===== src/rtl/lap_sched.sv =====
// lap_sched -- stopwatch control FSM with a lap-time buffer.
//
// Tracks the stopwatch mode (IDLE / RUN / PAUSE / REVIEW) from four active-low
// buttons and captures up to DEPTH lap times from the counting datapath.
//
// Ports
//   i_Clk      system clock, rising edge
//   i_Rst      asynchronous active-high reset
//   i_Start    start/pause button (active-low)
//   i_Stop     stop/clear button (active-low)
//   i_Lap      lap-capture button (active-low)
//   i_Recall   lap-review button (active-low)
//   i_Time     current stopwatch time (TW bits, BCD, stored verbatim)
//   o_Run      count enable, high only in RUN
//   o_Clear    datapath clear, high only in IDLE
//   o_State    IDLE=00 RUN=01 PAUSE=10 REVIEW=11
//   o_LapTime  selected lap time (0 when no laps are stored)
//   o_LapIdx   entry shown in REVIEW
//   o_LapCnt   number of stored laps
//   o_Full     o_LapCnt == DEPTH
module lap_sched #(
  parameter int DEPTH = 8,
  parameter int TW    = 12,
  localparam int IW   = (DEPTH > 1) ? $clog2(DEPTH) : 1,
  localparam int CW   = IW + 1
) (
  input  logic          i_Clk,
  input  logic          i_Rst,
  input  logic          i_Start,
  input  logic          i_Stop,
  input  logic          i_Lap,
  input  logic          i_Recall,
  input  logic [TW-1:0] i_Time,
  output logic          o_Run,
  output logic          o_Clear,
  output logic [1:0]    o_State,
  output logic [TW-1:0] o_LapTime,
  output logic [IW-1:0] o_LapIdx,
  output logic [CW-1:0] o_LapCnt,
  output logic          o_Full
);

  typedef enum logic [1:0] {
    IDLE   = 2'b00,
    RUN    = 2'b01,
    PAUSE  = 2'b10,
    REVIEW = 2'b11
  } state_e;

  // Button vector order: [3]=Stop [2]=Start [1]=Lap [0]=Recall (priority high->low)
  logic [3:0]    btn_i;
  logic [3:0]    btn_q;
  logic          arm_q;
  logic [3:0]    press;
  logic          p_stop, p_start, p_lap, p_rec;

  state_e        state_q;
  logic [CW-1:0] cnt_q;
  logic [IW-1:0] idx_q;
  logic [TW-1:0] mem_q [DEPTH];

  logic [CW-1:0] last;
  logic          full;
  logic          lap_wr;
  logic [IW-1:0] rd_idx;

  assign btn_i = {i_Stop, i_Start, i_Lap, i_Recall};

  // The copies come out of reset high, so a button already held low at reset
  // release would look like a fresh falling edge. arm_q masks that first cycle.
  assign press = arm_q ? (~btn_i & btn_q) : 4'b0000;

  // Only the highest-priority press in a cycle survives.
  assign p_stop  = press[3];
  assign p_start = press[2] & ~press[3];
  assign p_lap   = press[1] & ~|press[3:2];
  assign p_rec   = press[0] & ~|press[3:1];

  assign last   = cnt_q - CW'(1);
  assign full   = (cnt_q == CW'(DEPTH));
  assign lap_wr = (state_q == RUN) & p_lap & ~full;

  always_ff @(posedge i_Clk or posedge i_Rst) begin
    if (i_Rst) begin
      btn_q   <= 4'b1111;
      arm_q   <= 1'b0;
      state_q <= IDLE;
      cnt_q   <= '0;
      idx_q   <= '0;
    end else begin
      btn_q <= btn_i;
      arm_q <= 1'b1;
      case (state_q)
        IDLE: begin
          if (p_start) state_q <= RUN;
        end
        RUN: begin
          if (p_stop) begin
            state_q <= IDLE;
            cnt_q   <= '0;
            idx_q   <= '0;
          end else if (p_start) begin
            state_q <= PAUSE;
          end else if (lap_wr) begin
            cnt_q <= cnt_q + CW'(1);
          end
        end
        PAUSE: begin
          if (p_stop) begin
            state_q <= IDLE;
            cnt_q   <= '0;
            idx_q   <= '0;
          end else if (p_start) begin
            state_q <= RUN;
          end else if (p_rec && cnt_q != '0) begin
            state_q <= REVIEW;
            idx_q   <= '0;
          end
        end
        REVIEW: begin
          if (p_stop) begin
            state_q <= IDLE;
            cnt_q   <= '0;
            idx_q   <= '0;
          end else if (p_start) begin
            state_q <= PAUSE;
          end else if (p_rec) begin
            // wrap back to the first lap after the newest one
            if ({1'b0, idx_q} == last) idx_q <= '0;
            else                       idx_q <= idx_q + IW'(1);
          end
        end
        default: state_q <= IDLE;
      endcase
    end
  end

  // Lap storage needs no reset: entries at or above cnt_q are never selected.
  always_ff @(posedge i_Clk) begin
    if (lap_wr) mem_q[cnt_q[IW-1:0]] <= i_Time;
  end

  assign rd_idx = (state_q == REVIEW) ? idx_q : last[IW-1:0];

  assign o_Run     = (state_q == RUN);
  assign o_Clear   = (state_q == IDLE);
  assign o_State   = state_q;
  assign o_LapIdx  = idx_q;
  assign o_LapCnt  = cnt_q;
  assign o_Full    = full;
  assign o_LapTime = (cnt_q == '0) ? '0 : mem_q[rd_idx];

endmodule

===== config.mk =====
export PLATFORM = sky130hd
export DESIGN_NAME = lap_sched
export DESIGN_NICKNAME = d
export VERILOG_FILES = /design/src/rtl/lap_sched.sv
export SDC_FILE = /design/constraint.sdc
export NUM_CORES = 1
export LEC_CHECK = 0
export BUFFER_PORTS_ARGS = -buffer_cell sky130_fd_sc_hd__buf_2
export CAP_MARGIN = 10
export CORE_ASPECT_RATIO = 1.2
export CORE_MARGIN = 8
export CORE_UTILIZATION = 45
export CTS_CLUSTER_DIAMETER = 40
export CTS_CLUSTER_SIZE = 40
export DETAILED_ROUTE_END_ITERATION = 6
export GPL_TIMING_DRIVEN = 0
export PLACE_DENSITY_LB_ADDON = 0.25
export SYNTH_ARGS = -nofsm -noshare
export SYNTH_HDL_FRONTEND = slang
export SYNTH_SLANG_ARGS = --single-unit
export TNS_END_PERCENT = 100

===== constraint.sdc =====
create_clock -name i_Clk -period 3.77 [get_ports i_Clk]
set_input_delay 0.754 -clock i_Clk [delete_from_list [all_inputs] [get_ports i_Clk]]
set_output_delay 0.754 -clock i_Clk [all_outputs]
set_load 0.005 [all_outputs]

==> flow_summary.ini, run 1 <==
[cells_and_area]
final_util_pct = 53.9
design_area_um2 = 5400
drive_gt1_share_pct = 35.1
synthToLayoutAreaGrowth_pct = 16.5
num_antenna_cells = 0
nets = 341

[synth]
synth-edff-count = 96
ys_types = 51
synth_cells = 259
synth_nets = 280
synth_top_flop_cell = edfxtp_1
yosys_warnings = 0
synth_top_area_share_pct = 62.3
syn_area_per_cell_um2 = 17.9
synthArstFlopShare_pct = 12.7
yosysTopAreaCell = edfxtp_1
synth_seq_cells = 110
synth_seq_area_share_pct = 69.9
synth_area_um2 = 4630
ys_top_cells_by_area = edfxtp_1 62%, mux4_2 12%, dfrtp_1 5.4%, mux2i_1 3.2%, dfstp_2 2.3%

[detailed_routing]
top_layer_used = met5
wl_per_cell_um = 20.2
wl_met2_um = 4400
vias = 2504
drt-met1-wl_um = 3920
firstDrtPassIters = 4
vias_per_cell = 5.55
drt_iter0_drc = 118
drc_errors = 0
wl_um = 9130
ant_nets = 0
wl_met3_um = 525

[global_routing]
grt_usage_pct = 13.8
grt_pass1_vias = 2584
grt_pass1_wl_um = 14200
antenna_found_initial = 1
gr-total-overflow = 0
grt_start_max_net_pins = 18

[die]
core-area_um2 = 10000
die_y_um = 127
start_util_pct = 46.3
io-pin-count = 42
die_width_um = 109
fp.dieArea_um2 = 13800
rows = 40

[setup_path]
start_kind = flop
cp_data_arrival_time_ns = 2.89
worstPathRequired_ns = 3.02
criticalPathCategory = flop to primary output
end_kind = primary output
crit_chain = inv_1 > ha_1 > nor3b_1 > clkbuf_1 > nor2_1 > buf_2
slowest_delay_ns = 0.61
crit_slowest_cell = clkbuf_1
cp_max_fo = 10

[power]
clock_power_share_pct = 21.5
seqPwrFrac_pct = 35.9
vdd_drop_max_mv = 0.349
p_leak_nw = 1.97
p_int_w = 0.00266
p_sw_w = 0.00130
power_density_nw_per_um2 = 733
power_switching_share_pct = 32.8
combPwrFrac_pct = 42.6

[clocking]
clock_tree.root_cell = clkbuf_16
cts_num_sinks = 110
cts_tree = done
clockBufferDepth = 2
cts_buffers = 9
clock_latency_ns = 0.34
path_clk_slew_ns = 0.07
htreeDepth = 3
cts_hold_buf = 0
post_cts_buffers = 0

[timing]
slew_headroom_pct = 42.5
min_period_ns = 3.64
setup_viol = 0
post-route-period-util_pct = 96.6
rsz0062_at_grt = no
worst_slew_pin_slew_ns = 0.860
report.final.slew_viol_count = 0
max_freq_mhz = 275
clock_skew_ns = 0.00666
finalHoldViolCount = 0

[flow_run]
max_cap_viol_count = 0

[placed_design]
dp_hpwl_um = 6300
gp_congestion = 0.806
port_buffers = 41
placed_area_um2 = 5110

[worst_hold_path]
hp-class = primary input to async pin

[run_status]
status = complete, no violations
-- critical path, delay by kind of cell, from the launching register on --
kind                     cells  cell delay [ns]
buffers and inverters        3             1.00
AND/OR/NAND/NOR              2             0.74
flip-flops                   1             0.52
adder cells (fa/ha/maj)      1             0.29
-- power by group through the flow --
stage	sequential, W	clock, W	combinational [W]
6_report	0.00142	0.000849	0.00168
5_1_grt	0.00143	0.000914	0.00184
4_1_cts	0.00142	0.000869	0.00172
3_5_place_dp	0.00145	0	0.00170
3_3_place_gp	0.00144	0	0.00168
2_1_floorplan	0.00144	0	0.00117
-- routing by layer --
metal / global-route usage, % / up-vias
met5: 0 / -
met4: 7.18 / 2
met3: 3.47 / 18
met2: 22.1 / 63
met1: 16.8 / 1276
li1: - / 1145
-- layout make-up --
class / count / area (µm²)
Fill cell: 829 / 4610
Sequential cell: 110 / 3240
Multi-Input combinational cell: 133 / 1340
Timing Repair Buffer: 50 / 295
Clock buffer: 10 / 229
Tap cell: 126 / 158
Buffer: 10 / 71.3
Clock inverter: 6 / 37.5
Inverter: 6 / 22.5
-- stage by stage --
stage	power [W]	hold slack (ns)	setup TNS, ns	cells	setup WS [ns]
after floorplan	0.00260	0.598	0	259	0.394
after global placement	0.00312	0.627	-25.44	426	-0.944
after detailed placement	0.00315	0.636	0	435	0.249
after CTS	0.00401	0.483	0	451	0.0257
after global routing	0.00419	0.504	0	451	0.0200
final	0.00395	0.469	0	451	0.129
-- synthesized netlist by cell type (2+ instances only) --
library cell	number
mux4_2	24
dfstp_2	4
buf_4	2
o22ai_1	2
nor3b_1	2
o21ai_1	2
a21oi_1	2
a21o_1	2
buf_6	2
buf_2	5
nand3_1	5
a21oi_2	2
xor2_1	3
mux2i_1	15
inv_1	6
o31ai_1	2
edfxtp_1	96
nor2b_1	4
nand2_1	12
ha_1	3
dfrtp_1	10
nor2_1	21
nor3_1	5
-- flip-flops by register name, indices dropped and copies added, names as in the netlist --
register and cells:
o_State 2, o_LapIdx 3, o_LapCnt 4, mem_q 96, btn_q 4, arm_q 1
-- layout by cell type, fill, tap and decap left out, types with 2 or more instances in the layout --
cell	instances
nand3_1	5
ha_1	3
edfxtp_1	96
nand2_1	12
dfrtp_1	10
a21oi_2	2
mux2i_1	15
mux4_2	24
clkinv_1	2
a21oi_1	2
dfstp_2	4
nor2b_1	4
buf_4	7
nor3_2	3
clkbuf_1	2
o22ai_1	2
xor2_1	3
inv_1	6
nor3_1	2
nor2_1	21
a21o_1	2
o31ai_1	2
o21ai_1	2
clkbuf_16	9
buf_6	8
mux2i_4	2
buf_2	44
-- worst paths after layout --
| kind | startpoint | endpoint | slack (ns) | cells after the start |
|---|---|---|---|---|
| max | o_LapCnt[1]$_DFFE_PP0P_ | o_LapTime[10] | 0.13 | 6 |
| min | i_Rst | arm_q$_DFF_PP0_ | 0.47 | 2 |
| max reg2reg | o_LapCnt[0]$_DFFE_PP0P_ | mem_q[4][8]$_DFFE_PP_ | 0.57 | 8 |
| min reg2reg | o_LapIdx[1]$_DFFE_PP0P_ | o_LapIdx[1]$_DFFE_PP0P_ | 0.67 | 2 |
| max in group asynchronous | i_Rst | btn_q[0]$_DFF_PP1_ | 2.92 | 2 |
| min in group i_Clk | i_Lap | btn_q[1]$_DFF_PP1_ | 0.52 | 1 |
-- kinds of logic after synthesis --
group                      count (synthesis)  share of synthesized area (%)
AOI/OAI and AO/OA                         23                           3.65
xor gates and xnor gates                   5                           1.27
adders and majority gates                  3                          0.811
buffers and inverters                     16                           1.92
DFF                                      110                           69.9
muxes                                     41                           15.7
other                                      1                         0.0810
and+or+nand+nor                           60                           6.62
-- what timing repair did --
item / CTS / global route
endpoints found under the setup margin: 12 / 12
resized for setup: 1 / 4
gates cloned: 0 / 0
Note: power is estimated with default switching activity, not from simulation.
==> run 2: changes to the inputs <==
- CELL_PAD_IN_SITES_DETAIL_PLACEMENT: unset -> 1
- CELL_PAD_IN_SITES_GLOBAL_PLACEMENT: unset -> 2
- CORE_UTILIZATION: 45 -> 44
==> run 2 against run 1 <==
Power up 3.6%. Sequential share of layout area down 0.46 points. Critical path type unchanged. Highest routed layer is now met4. Wire length up 15%.
==> flow_summary.ini, run 2 (synthesized netlist as in run 1, its figures left out) <==
[global_routing]
grt_start_max_net_pins = 17
grt_pass1_vias = 2761
antenna_found_initial = 0
grt_pass1_wl_um = 16100
grt_usage_pct = 15.9
gr-total-overflow = 0

[detailed_routing]
wl_met3_um = 443
wl_um = 10500
top_layer_used = met4
wl_met2_um = 5390
vias = 2497
drt_iter0_drc = 137
drc_errors = 0
drt-met1-wl_um = 4490
ant_nets = 0
vias_per_cell = 5.50
firstDrtPassIters = 4
wl_per_cell_um = 23.1

[setup_path]
worstPathRequired_ns = 3.02
end_kind = primary output
slowest_delay_ns = 0.47
start_kind = flop
criticalPathCategory = flop to primary output
cp_data_arrival_time_ns = 2.81
crit_chain = clkbuf_4 > inv_1 > ha_1 > mux2i_4 > buf_4 > mux4_2 > mux2i_1 > nor2_1 > buf_2
crit_slowest_cell = dfrtp_1
cp_max_fo = 10

[cells_and_area]
design_area_um2 = 5440
final_common_cell = edfxtp_1
synthToLayoutAreaGrowth_pct = 17.4
nets = 342
final_cell_mix = 96 x edfxtp_1, 43 x buf_2, 24 x mux4_2
num_antenna_cells = 0
drive_gt1_share_pct = 35.4
largest_reg_flops = 96
final_util_pct = 52.5
fin_cells = 454
num-fill-cells = 984

[clocking]
cts_num_sinks = 110
cts_tree = done
clock_tree.root_cell = clkbuf_16
htreeDepth = 3
clockBufferDepth = 2
cts_buffers = 9
path_clk_slew_ns = 0.07
clock_latency_ns = 0.34

[timing]
report.final.slew_viol_count = 0
max_freq_mhz = 281
post-route-period-util_pct = 94.6
setup_viol = 0
rsz0062_at_grt = no
clock_skew_ns = 0.00976
min_period_ns = 3.56
finalHoldViolCount = 0
slew_headroom_pct = 42.2
worst_slew_pin_slew_ns = 0.860
hold_ws_ns = 0.469

[power]
p_leak_nw = 1.98
power_density_nw_per_um2 = 753
vdd_drop_max_mv = 0.309

[die]
core-area_um2 = 10400
start_util_pct = 44.7
die_width_um = 110
fp.dieArea_um2 = 14100
io-pin-count = 42
die_y_um = 128
rows = 41

[worst_hold_path]
hp-class = primary input to async pin

[flow_run]
max_cap_viol_count = 0

[placed_design]
gp_congestion = 0.726
dp_hpwl_um = 7210
port_buffers = 41
dp_cells = 438
placed_area_um2 = 5130

[run_status]
status = complete, no violations
==> run 2: metal layers <==
layer | vias to the layer above | track usage, %
met5 | - | 0
met4 | 0 | 5.57
met3 | 9 | 3.40
met2 | 57 | 26.8
li1 | 1143 | -
met1 | 1288 | 19.6
==> run 2: what timing repair did <==
item | CTS | global route
gates resized for setup | 3 | 1
hold buffers | 0 | 0
gates cloned | 0 | 0
setup endpoints to repair | 12 | 10
setup buffers | 0 | 1
==> run 2: report_power, final <==
| group | leakage, nW | internal, W | switching [W] |
|---|---|---|---|
| clock network | 0.137 | 0.000514 | 0.000407 |
| registers | 1.03 | 0.00137 | 0.0000553 |
| logic | 0.816 | 0.000858 | 0.000893 |
| total | 1.98 | 0.00274 | 0.00136 |
==> run 2: layout make-up <==
class | instances | area (µm²) | area share [%]
Buffer | 10 | 73.8 | 1.36
Clock buffer | 12 | 236 | 4.35
Clock inverter | 3 | 43.8 | 0.806
Inverter | 6 | 22.5 | 0.414
Multi-Input combinational cell | 133 | 1350 | 24.8
Sequential cell | 110 | 3240 | 59.6
Tap cell | 129 | 161 | 2.97
Timing Repair Buffer | 51 | 314 | 5.78
==> run 2: through the flow <==
step	power [W]	setup TNS, ns	setup slack [ns]
global placement	0.00315	-37.42	-1.06
global route	0.00432	0	0.0226
CTS	0.00415	0	0.00919
detailed placement	0.00320	0	0.115
floorplan	0.00260	0	0.394
finish	0.00410	0	0.205
==> run 2: final timing paths <==
kind                                          from  slack [ns]  cells past startpoint                       to
min in group i_Clk                           i_Lap        0.52                      1       btn_q[1]$_DFF_PP1_
max in group asynchronous                    i_Rst        2.90                      2  o_LapCnt[1]$_DFFE_PP0P_
max reg2reg                o_LapCnt[0]$_DFFE_PP0P_        0.51                      9   mem_q[2][10]$_DFFE_PP_
min reg2reg                o_LapIdx[2]$_DFFE_PP0P_        0.67                      1  o_LapIdx[2]$_DFFE_PP0P_
min                                          i_Rst        0.47                      2  o_LapIdx[1]$_DFFE_PP0P_
max                        o_LapCnt[0]$_DFFE_PP0P_        0.21                      9             o_LapTime[7]
==> run 2: critical path, delay by kind of cell (launching register included) <==
kind	cells	cell delay [ns]
and+or+nand+nor	1	0.06
buffers and inverters	4	0.78
DFF	1	0.47
adders and majority gates	1	0.37
muxes	3	0.79
==> run 3: changes to the inputs <==
- ABC_AREA: unset -> 1
- CORE_UTILIZATION: 44 -> 38
==> run 3 against run 2 <==
Sequential cell count did not move. Non-clock buffer count rose by 5. Count of clock-buffer cells in the layout fell by 1. Via count rose by 47%. Highest routed layer unchanged. Synthesized area rose by 8.9%. Design area rose by 6.4%. Critical path type unchanged. Largest cell class unchanged.
==> flow_summary.ini, run 3 <==
[run_status]
status = complete, no violations

[timing]
max_freq_mhz = 288
worst_slew_pin_slew_ns = 1.24
rsz0062_at_grt = no
fin_setup_tns_ns = 0
slew_headroom_pct = 16.9
hold_ws_ns = 0.449
min_period_ns = 3.47
clock_skew_ns = 0.00338
report.final.slew_viol_count = 0
post-route-period-util_pct = 92.1
finalHoldViolCount = 0
setup_viol = 0

[die]
rows = 46
fp.dieArea_um2 = 17200
die_width_um = 121
io-pin-count = 42
core-area_um2 = 13100
die_y_um = 142
start_util_pct = 38.6

[synth]
synth_top_area_share_pct = 57.2
synth_seq_area_share_pct = 64.3
synth_cells = 510
yosys_warnings = 0
ys_types = 25
synth_nets = 531
yosysTopAreaCell = edfxtp_1
synthArstFlopShare_pct = 12.7
synth_area_um2 = 5040
synth.most_common_cell = nand2_1
synth_common_cells = 113 x nand2_1, 96 x edfxtp_1, 78 x nor2_1
synth-edff-count = 96
synth_seq_cells = 110
synth_top_flop_cell = edfxtp_1
syn_area_per_cell_um2 = 9.88
ys_top_cells_by_area = edfxtp_1 57%, nand2_1 8.4%, nor2_1 5.8%, nand3_1 5.2%, dfrtp_1 5.0%

[placed_design]
dp_cells = 721
port_buffers = 41
dp_hpwl_um = 9720
gp_congestion = 0.774

[global_routing]
antenna_found_initial = 0
grt_usage_pct = 16.6
grt_pass1_wl_um = 21600
grt.busiest_layer = met2
grt_pass1_vias = 4082
gr-total-overflow = 0
met2_usage_pct = 30.3
grt_start_max_net_pins = 17
use_met1_pct = 18.5
use_met3_pct = 2.54

[cells_and_area]
fin_cells = 740
final_common_cell = nand2_1
num-fill-cells = 1493
num_antenna_cells = 0
largest_reg_flops = 96
final_cell_mix = 113 x nand2_1, 96 x edfxtp_1, 78 x nor2_1
synthToLayoutAreaGrowth_pct = 14.8
drive_gt1_share_pct = 15.7
nets = 588

[power]
p_leak_nw = 2.42
vdd_drop_max_mv = 0.356
power_density_nw_per_um2 = 792

[detailed_routing]
drc_errors = 0
wl_per_cell_um = 18.3
vias = 3671
ant_nets = 0
firstDrtPassIters = 4
drt_iter0_drc = 183
vias_per_cell = 4.96
wl_um = 13500

[clocking]
clockBufferDepth = 2
htreeDepth = 3
clock_latency_ns = 0.35
path_clk_slew_ns = 0.07
cts_hold_buf = 0
cts_tree = done
clock_tree.root_cell = clkbuf_16
post_cts_buffers = 0
cts_num_sinks = 110
cts_buffers = 9

[setup_path]
worstPathRequired_ns = 3.02
cp_max_fo = 10
critPathTopFamily = buffers and inverters
worst-path-buf-inv = 5
slowest_delay_ns = 0.53
crit_slowest_cell = dfrtp_1
end_kind = primary output
criticalPathCategory = flop to primary output
cp_data_arrival_time_ns = 2.72
crit_chain = inv_1 > ha_1 > inv_1 > nand2_1 > o21ai_2 > inv_2 > buf_2 > nand2_1 > o21ai_1 > nor2_1 > nor2_1 > buf_2
start_kind = flop

[worst_hold_path]
hp-class = primary input to async pin

[flow_run]
max_cap_viol_count = 0
run 3: cell types whose count changed after synthesis, sizes merged, moves of 17 or more:
| cell | delta |
|---|---|
| nand2 | +104 |
| inv | +54 |
| mux2i | -17 |
| nor2 | +58 |
| nand3 | +47 |
| o21ai | +29 |
| mux4 | -24 |
| nand3b | +23 |
run 3: kinds of logic after synthesis:
kind of cell | count (synthesis) | share of synthesized area [%]
xor gates and xnor gates | 1 | 0.174
adders and majority gates | 3 | 0.745
other | 1 | 0.0744
DFF | 110 | 64.3
AOI/OAI and AO/OA | 34 | 3.45
buffers and inverters | 81 | 6.60
and+or+nand+nor | 280 | 24.7
run 3: report_power, final:
part | leakage [nW] | internal [W] | switching, W
sequential | 1.04 | 0.00137 | 0.0000620
clock | 0.118 | 0.000443 | 0.000423
combinational | 1.27 | 0.000737 | 0.00155
run 3: worst paths after layout:
kind,from,end,slack (ns),cells past startpoint
max in group asynchronous,i_Rst,o_LapCnt[2]$_DFFE_PP0P_,2.95,2
worst max register to register,o_LapCnt[0]$_DFFE_PP0P_,mem_q[5][8]$_DFFE_PP_,0.81,9
worst min register to register,o_LapIdx[1]$_DFFE_PP0P_,o_LapIdx[1]$_DFFE_PP0P_,0.58,2
min in group i_Clk,i_Recall,btn_q[0]$_DFF_PP1_,0.51,1
worst min-delay path,i_Rst,arm_q$_DFF_PP0_,0.45,2
worst max-delay path,o_LapCnt[0]$_DFFE_PP0P_,o_LapTime[3],0.30,12
run 3: timing repair:
item,CTS,global route
setup endpoints to repair,1,9
cloned,0,0
pin swaps,0,0
resized for setup,1,0
run 3: worst reg2reg max path, delay by kind of cell, from the launching register on:
kind / cells / cell delay (ns)
and+or+nand+nor: 6 / 1.49
DFF: 1 / 0.53
adders and majority gates: 1 / 0.27
buffers and inverters: 2 / 0.26
run 3: cell type report:
| type | count | area [µm²] | share of cell area (%) |
|---|---|---|---|
| tap | 168 | 210 | 3.63 |
| multi-input combinational | 319 | 1480 | 25.6 |
| sequential | 110 | 3240 | 56.0 |
| timing repair buffer | 47 | 269 | 4.65 |
| clock buffer | 11 | 233 | 4.02 |
| buffer | 19 | 101 | 1.75 |
| clock inverter | 5 | 26.3 | 0.454 |
| inverter | 61 | 229 | 3.96 |
run 3: through the flow:
| step | util [%] | instance area (µm²) | total power (W) | worst slack (ns) |
|---|---|---|---|---|
| 5_1_grt | 44.3 | 5790 | 0.00495 | 0.0467 |
| 2_1_floorplan | - | 5040 | 0.00291 | 1.02 |
| 6_report | 44.3 | 5790 | 0.00458 | 0.297 |
| 4_1_cts | 44.0 | 5750 | 0.00466 | 0.0611 |
| 3_5_place_dp | 42.0 | 5490 | 0.00379 | 0.364 |
| 3_3_place_gp | 41.8 | 5460 | 0.00373 | 0.0529 |
run 3: per-layer routing:
layer	part of all wire (%)	vias up	wire, µm
li1	-	1796	-
met1	41	1788	5510
met2	53	68	7190
met3	3.4	19	454
met4	2.7	0	359
met5	0	-	0
